`src/rtl/score_keeper.sv`:
```
// rtl/score_keeper.sv - edge-qualified hit/miss scoring with ms lockout and saturating counts.
// Define SCORE_SYNC_EN to put a 2-flop synchronizer on hit and miss ahead of edge detect.
module score_keeper #(
   parameter int WIN_SCORE  = 9,
   parameter int LOSE_COUNT = 9,
   parameter int LOCKOUT_MS = 50
) (
   input  logic       clk,
   input  logic       reset,
   input  logic       clk_1ms,
   input  logic       new_game,
   input  logic       hit,
   input  logic       miss,
   output logic [4:0] player_score,
   output logic [4:0] gameOver,
   output logic       lockout,
   output logic       done
);

   localparam int LW = (LOCKOUT_MS > 0) ? $clog2(LOCKOUT_MS + 1) : 1;
   localparam logic [4:0]    WIN_L  = 5'(WIN_SCORE);
   localparam logic [4:0]    LOSE_L = 5'(LOSE_COUNT);
   localparam logic [LW-1:0] LOCK_L = LW'(LOCKOUT_MS);

   typedef enum logic [1:0] {S_IDLE, S_ARMED, S_LOCKOUT, S_DONE} state_t;

   state_t        state_q, state_d;
   logic [4:0]    score_q, score_d;
   logic [4:0]    miss_cnt_q, miss_cnt_d;
   logic [LW-1:0] lock_cnt_q, lock_cnt_d;
   logic          hit_dly_q, hit_dly_d;
   logic          miss_dly_q, miss_dly_d;
   logic          hit_in, miss_in;
   logic          hit_ev, miss_ev;

`ifdef SCORE_SYNC_EN
   logic hit_s1_q, hit_s1_d, hit_s2_q, hit_s2_d;
   logic miss_s1_q, miss_s1_d, miss_s2_q, miss_s2_d;

   always_comb begin
      hit_s1_d  = hit;
      hit_s2_d  = hit_s1_q;
      miss_s1_d = miss;
      miss_s2_d = miss_s1_q;
   end

   always_ff @(posedge clk or posedge reset) begin
      if (reset) begin
         hit_s1_q  <= 1'b0;
         hit_s2_q  <= 1'b0;
         miss_s1_q <= 1'b0;
         miss_s2_q <= 1'b0;
      end else begin
         hit_s1_q  <= hit_s1_d;
         hit_s2_q  <= hit_s2_d;
         miss_s1_q <= miss_s1_d;
         miss_s2_q <= miss_s2_d;
      end
   end

   assign hit_in  = hit_s2_q;
   assign miss_in = miss_s2_q;
`else
   assign hit_in  = hit;
   assign miss_in = miss;
`endif

   assign hit_ev  = hit_in & ~hit_dly_q;
   assign miss_ev = miss_in & ~miss_dly_q;

   always_comb begin
      state_d    = state_q;
      score_d    = score_q;
      miss_cnt_d = miss_cnt_q;
      lock_cnt_d = lock_cnt_q;
      hit_dly_d  = hit_in;
      miss_dly_d = miss_in;

      if (new_game) begin
         // A restart wins over any event arriving in the same cycle.
         score_d    = '0;
         miss_cnt_d = '0;
         lock_cnt_d = '0;
         state_d    = S_ARMED;
      end else begin
         case (state_q)
            S_ARMED: begin
               if (hit_ev || miss_ev) begin
                  if (hit_ev) begin
                     if (score_q < WIN_L) score_d = score_q + 5'd1;
                  end else if (miss_cnt_q < LOSE_L) begin
                     miss_cnt_d = miss_cnt_q + 5'd1;
                  end
                  if (score_d == WIN_L || miss_cnt_d == LOSE_L) begin
                     state_d = S_DONE;
                  end else if (LOCKOUT_MS > 0) begin
                     state_d    = S_LOCKOUT;
                     lock_cnt_d = '0;
                  end
               end
            end
            S_LOCKOUT: begin
               if (clk_1ms) begin
                  lock_cnt_d = lock_cnt_q + 1'b1;
                  if (lock_cnt_d == LOCK_L) state_d = S_ARMED;
               end
            end
            default: ;
         endcase
      end
   end

   always_ff @(posedge clk or posedge reset) begin
      if (reset) begin
         state_q    <= S_IDLE;
         score_q    <= '0;
         miss_cnt_q <= '0;
         lock_cnt_q <= '0;
         hit_dly_q  <= 1'b0;
         miss_dly_q <= 1'b0;
      end else begin
         state_q    <= state_d;
         score_q    <= score_d;
         miss_cnt_q <= miss_cnt_d;
         lock_cnt_q <= lock_cnt_d;
         hit_dly_q  <= hit_dly_d;
         miss_dly_q <= miss_dly_d;
      end
   end

   assign player_score = score_q;
   assign gameOver     = miss_cnt_q;
   assign lockout      = (state_q == S_LOCKOUT);
   assign done         = (state_q == S_DONE);

endmodule

```
`config.mk`:
```
export PLATFORM = sky130hd
export DESIGN_NAME = score_keeper
export DESIGN_NICKNAME = d
export VERILOG_FILES = /design/src/rtl/score_keeper.sv
export SDC_FILE = /design/constraint.sdc
export NUM_CORES = 1
export LEC_CHECK = 0
export CORE_MARGIN = 8
export CORE_UTILIZATION = 56
export CTS_CLUSTER_SIZE = 30
export DETAILED_ROUTE_END_ITERATION = 10
export PLACE_DENSITY_LB_ADDON = 0.1
export SYNTH_ARGS = -nofsm -noshare
export SYNTH_HDL_FRONTEND = slang
export SYNTH_SLANG_ARGS = --single-unit
```
`constraint.sdc`:
```
create_clock -name clk -period 4.5 [get_ports clk]
set_input_delay 1.35 -clock clk [delete_from_list [all_inputs] [get_ports clk]]
set_output_delay 1.35 -clock clk [all_outputs]
set_load 0.005 [all_outputs]
```
==> results.tsv, run 1 <==
metric	value	unit
ctsRootBufferMaster	clkbuf_4	
postCtsHoldBufs	0	
p_leak	0.590	nW
setup-tns-final	0	ns
slew_headroom	50.9	%
overflow	0	
first_iter_violations	26	
antenna_found_initial	0	
rr_startpoint	player_score[0]$_DFFE_PP0P_	
start_util	58.8	%
slowest_delay	0.87	ns
fin_worst_skew	0.00421	ns
vias	965	
grt_setup_unrepaired	no	
wl_per_cell	15.8	um
rows	16	
synth_edf_count	0	
clk_path_buf_depth	2	
required	4.70	ns
cts_max_level	1	
cp_max_fo	17	
antenna_cells	0	
placedCellCount	154	
clkLatencyLatePin	0.30	ns
powerDensity	264	nW/um2
crit_type	primary input to flip-flop	
grt_first_pass_wirelength	4.24	mm
grt_pass1_vias	991	
clkSlewWorstSetupHoldPaths	0.11	ns
crit_chain	clkdlybuf4s50_1, inv_1, a32oi_1, o41ai_2, a221o_1	
grt_max_degree	21	
ys_types	42	
min_period_over_period	66.0	%
dp_hpwl	1.85	mm
ant_nets	0	
cts.repair.resized	0	
die_y	61.2	um
fin_area	1360	um2
synth_nets	122	
syn_avg_cell_area	10.2	um2
synthFlopType	dfrtp_1	
ys_ff_latch	20	
drv_slew	0	
ys_async_sr_fraction	100	%
peakVddDrop	0.173	mV
drcViolationCount	0	
portBuffers	17	
setup_violations	0	
total_power	0.000360	W
cpLargestDelayFamily	buffers and inverters	
min_path_type	flip-flop to flip-flop	
status	completed	
via_per_inst	6.15	
routed_wirelength	2.49	mm
arrival	3.17	ns
die_area	3740	um2
worst-path-buf-inv	2	
cap_violations	0	
track_usage	14.9	%
cts_setup_buffers	0	
cp-startpoint	new_game	
numCtsBuffers	3	
start_kind	primary input	
detail_route.first_pass.iterations	4	
ys_warn_count	0	
fmax	337	MHz
layout-drive-gt1-share	8.46	%
place_area	1340	um2
area_growth	19.2	%
crit_path_top_delay_cell	clkdlybuf4s50_1	
chipWidth	61.2	um
end_kind	flip-flop	
coreArea	1940	um2
ioPinCount	18	
gp_congestion	0.856	
nets	142	
cts_tree	done	
fin_cells	157	
syn_inst	112	
synth_area	1140	um2
hold_start	lock_cnt_q[5]$_DFFE_PP0P_	
hold_slack	0.553	ns
synth-seq-area-share	43.8	%
period_minus_slack	2.97	ns
tightest_slew	0.736	ns
report.final.hold_viol_count	0	
numClockSinks	20	
==> worst reg2reg max path: stages, from the launching register on <==
cell	delay, ns
dfrtp_1	0.47
ha_1	0.34
nor4b_1	0.06
o21a_1	0.19
a32oi_1	0.22
o41ai_2	0.17
a221o_1	0.38
==> cell type report <==
class                      count  area [um2]
timing repair buffer          17         170
tap                           27        33.8
multi-input combinational     84         612
clock buffer                   3        22.5
inverter                       6        22.5
fill                         148         581
sequential                    20         500
==> power breakdown <==
group          switching (W)  internal [W]
Clock              0.0000522     0.0000312
Sequential         0.0000128      0.000188
Combinational      0.0000404     0.0000353
==> cell usage in the layout, fill, tap and decap left out, types with 2 or more instances in the layout <==
cell type,Yosys,final
a41oi_1,2,2
nor2_1,8,8
o31a_1,2,2
inv_1,6,6
clkbuf_4,0,3
clkdlybuf4s50_1,0,17
nor2b_1,5,5
nor3_1,6,6
nand3_1,5,5
dfrtp_1,20,20
nand2_1,5,5
o31ai_1,3,3
ha_1,4,4
nor4b_1,3,3
a21o_1,5,5
nor4_1,2,2
a211oi_1,2,2
nor3b_1,3,3
a31oi_1,2,2
a21oi_1,4,4
==> through the flow <==
step | setup WS [ns] | utilization (%)
floorplan | 2.01 | -
global placement | 1.30 | 68.9
detailed placement | 1.23 | 68.9
CTS | 1.57 | 70.1
global route | 1.41 | 70.1
finish | 1.53 | 70.1
==> flip-flops by register name, summed over array words and instances, names as in the netlist <==
register / count
hit_dly_q: 1
gameOver: 5
state_q: 2
player_score: 5
lock_cnt_q: 6
miss_dly_q: 1
==> kinds of logic after synthesis <==
group / after synthesis / synth area share, %
xor gates and xnor gates: 2 / 1.53
and+or+nand+nor: 47 / 26.4
muxes: 1 / 0.876
adders and majority gates: 4 / 4.38
DFF: 20 / 43.8
AOI/OAI and AO/OA: 30 / 20.4
buffers and inverters: 8 / 2.63
==> worst paths after layout <==
kind | endpoint | slack, ns | depth (start not counted)
max in group asynchronous | gameOver[0]$_DFFE_PP0P_ | 2.58 | 2
setup / recovery | lock_cnt_q[2]$_DFFE_PP0P_ | 1.53 | 5
hold / removal | lock_cnt_q[5]$_DFFE_PP0P_ | 0.55 | 1
setup reg to reg | lock_cnt_q[2]$_DFFE_PP0P_ | 2.58 | 6
hold reg to reg | lock_cnt_q[5]$_DFFE_PP0P_ | 0.55 | 1
min in group asynchronous | lock_cnt_q[4]$_DFFE_PP0P_ | 1.46 | 2
==> layer usage <==
layer	wire length [um]	GRT usage [%]	vias up
met2	1270	25.1	26
met4	64	10.3	0
li1	-	-	463
met3	136	2.92	9
met1	1010	16.5	467
met5	0	0	-
==> cell usage after synthesis, types with 3 or more instances <==
| library cell | n | share of area, % |
|---|---|---|
| a21o_1 | 5 | 3.3 |
| inv_1 | 6 | 2.0 |
| nor3_1 | 6 | 2.6 |
| nor2b_1 | 5 | 2.7 |
| nand2_1 | 5 | 1.6 |
| dfrtp_1 | 20 | 44 |
| nor2_1 | 8 | 2.6 |
| nor3b_1 | 3 | 2.0 |
| nor4b_1 | 3 | 2.3 |
| o31ai_1 | 3 | 2.0 |
| ha_1 | 4 | 4.4 |
| nand3_1 | 5 | 2.2 |
| a21oi_1 | 4 | 1.8 |
No activity file was read; power rests on OpenSTA's default activity.
==> inputs of run 2 (changes only) <==
CORE_UTILIZATION = 47   (was 56)
clock period = 2.42 ns   (was 4.5 ns; I/O delays follow)
==> results.tsv, run 2 (same netlist as run 1, synthesis figures left out) <==
metric	value	unit	change
dp_hpwl	1.86	mm	was 1.85 mm
cts_setup_buffers	0		unchanged
cpLargestDelayFamily	buffers and inverters		unchanged
cts.repair.resized	0		unchanged
ctsRootBufferMaster	clkbuf_4		unchanged
routed_wirelength	2.43	mm	was 2.49 mm
final_common_cell	dfrtp_1		unchanged
numClockSinks	20		unchanged
report.final.hold_viol_count	0		unchanged
vias	947		was 965
coreArea	2390	um2	was 1940 um2
overflow	0		unchanged
place_area	1380	um2	was 1340 um2
setup-tns-final	0	ns	unchanged
nets	147		was 142
min_period_over_period	92.1	%	
detail_route.first_pass.iterations	5		was 4
arrival	1.50	ns	was 3.17 ns
fmax	448	MHz	
fin_area	1420	um2	was 1360 um2
antenna_found_initial	0		unchanged
largest_register_ffs	6		unchanged
drv_slew	0		unchanged
peakVddDrop	0.322	mV	was 0.173 mV
crit_path_top_delay_cell	clkdlybuf4s50_1		unchanged
period_minus_slack	2.23	ns	
rows	18		was 16
grt_max_degree	21		unchanged
postCtsHoldBufs	0		unchanged
gp_congestion	0.769		was 0.856
grt_pass1_vias	983		was 991
status	completed		unchanged
via_per_inst	5.70		was 6.15
tightest_slew	0.648	ns	was 0.736 ns
grt_setup_unrepaired	no		unchanged
cts_tree	done		unchanged
clkLatencyLatePin	0.30	ns	about the same
worst-path-buf-inv	1		was 2
ioPinCount	18		unchanged
first_iter_violations	43		was 26
slew_headroom	56.5	%	was 50.9%
required	1.69	ns	was 4.70 ns
ant_nets	0		unchanged
start_util	47.9	%	was 58.8%
final_cell_mix	dfrtp_1, clkdlybuf4s50_1, nor2_1		unchanged
drcViolationCount	0		unchanged
portBuffers	17		unchanged
cap_violations	0		unchanged
crit_type	flip-flop to output port		was primary input to flip-flop
cts_max_level	1		unchanged
setup_violations	0		unchanged
layout-drive-gt1-share	12.5	%	was 8.46%
slowest_delay	0.51	ns	was 0.87 ns
powerDensity	502	nW/um2	was 264 nW/um2
antenna_cells	0		unchanged
regMostFlops	lock_cnt_q		unchanged
grt_first_pass_wirelength	4.44	mm	was 4.24 mm
cp_max_fo	5		was 17
die_area	4260	um2	was 3740 um2
wl_per_cell	14.7	um	was 15.8 um
area_growth	24.0	%	was 19.2%
end_kind	output port		was flip-flop
crit_chain	and2b_1, clkdlybuf4s50_1		was clkdlybuf4s50_1, inv_1, a32oi_1, o41ai_2, a221o_1
die_y	65.3	um	was 61.2 um
track_usage	12.7	%	was 14.9%
fin_worst_skew	0.00885	ns	was 0.00421 ns
numCtsBuffers	3		unchanged
start_kind	flip-flop		was primary input
clkSlewWorstSetupHoldPaths	0.12	ns	was 0.11 ns
chipWidth	65.3	um	was 61.2 um
clk_path_buf_depth	2		unchanged
min_path_type	flip-flop to flip-flop		unchanged
p_leak	0.621	nW	was 0.590 nW
==> run 2: final cells by class <==
class	instances	area, um2
tap	30	37.5
sequential	20	500
timing repair buffer	22	208
clock buffer	4	36.3
fill	224	971
inverter	6	22.5
multi-input combinational	84	612
==> run 2: worst paths after layout <==
| path | from | endpoint | slack, ns | depth (start not counted) |
|---|---|---|---|---|
| max | state_q[0]$_DFFE_PP0P_ | lockout | 0.19 | 2 |
| min | lock_cnt_q[5]$_DFFE_PP0P_ | lock_cnt_q[5]$_DFFE_PP0P_ | 0.57 | 1 |
| max reg2reg | player_score[0]$_DFFE_PP0P_ | lock_cnt_q[2]$_DFFE_PP0P_ | 0.55 | 6 |
| min reg2reg | lock_cnt_q[5]$_DFFE_PP0P_ | lock_cnt_q[5]$_DFFE_PP0P_ | 0.57 | 1 |
| max in group asynchronous | reset | player_score[1]$_DFFE_PP0P_ | 1.47 | 3 |
| min in group asynchronous | reset | state_q[1]$_DFFE_PP0P_ | 0.74 | 3 |
==> run 2: through the flow <==
stage | instances | hold slack, ns | utilization (%) | power (W) | setup WS, ns
3_3_place_gp | 162 | 0.527 | 57.8 | 0.000524 | 0.0858
3_5_place_dp | 162 | 0.537 | 57.8 | 0.000526 | 0.0331
4_1_cts | 166 | 0.570 | 59.3 | 0.000723 | 0.176
6_report | 166 | 0.566 | 59.3 | 0.000712 | 0.190
5_1_grt | 166 | 0.602 | 59.3 | 0.000756 | 0.105
2_1_floorplan | 112 | 0.512 | - | 0.000465 | 0.555
==> run 2: layer usage <==
layer  GRT usage [%]  share of wire (%)  vias up
met4            5.45               0.78        0
met2            21.9                 50       17
met3            3.06                4.8        2
met1            14.6                 44      451
li1                -                  -      477
met5               0                  0        -
==> run 2: power by group <==
group | internal (W) | total, W | switching (W) | leakage, nW
Clock | 0.0000917 | 0.000193 | 0.000102 | 0.0210
Combinational | 0.0000723 | 0.000147 | 0.0000751 | 0.331
Sequential | 0.000349 | 0.000371 | 0.0000217 | 0.269
Total | 0.000513 | 0.000712 | 0.000198 | 0.621
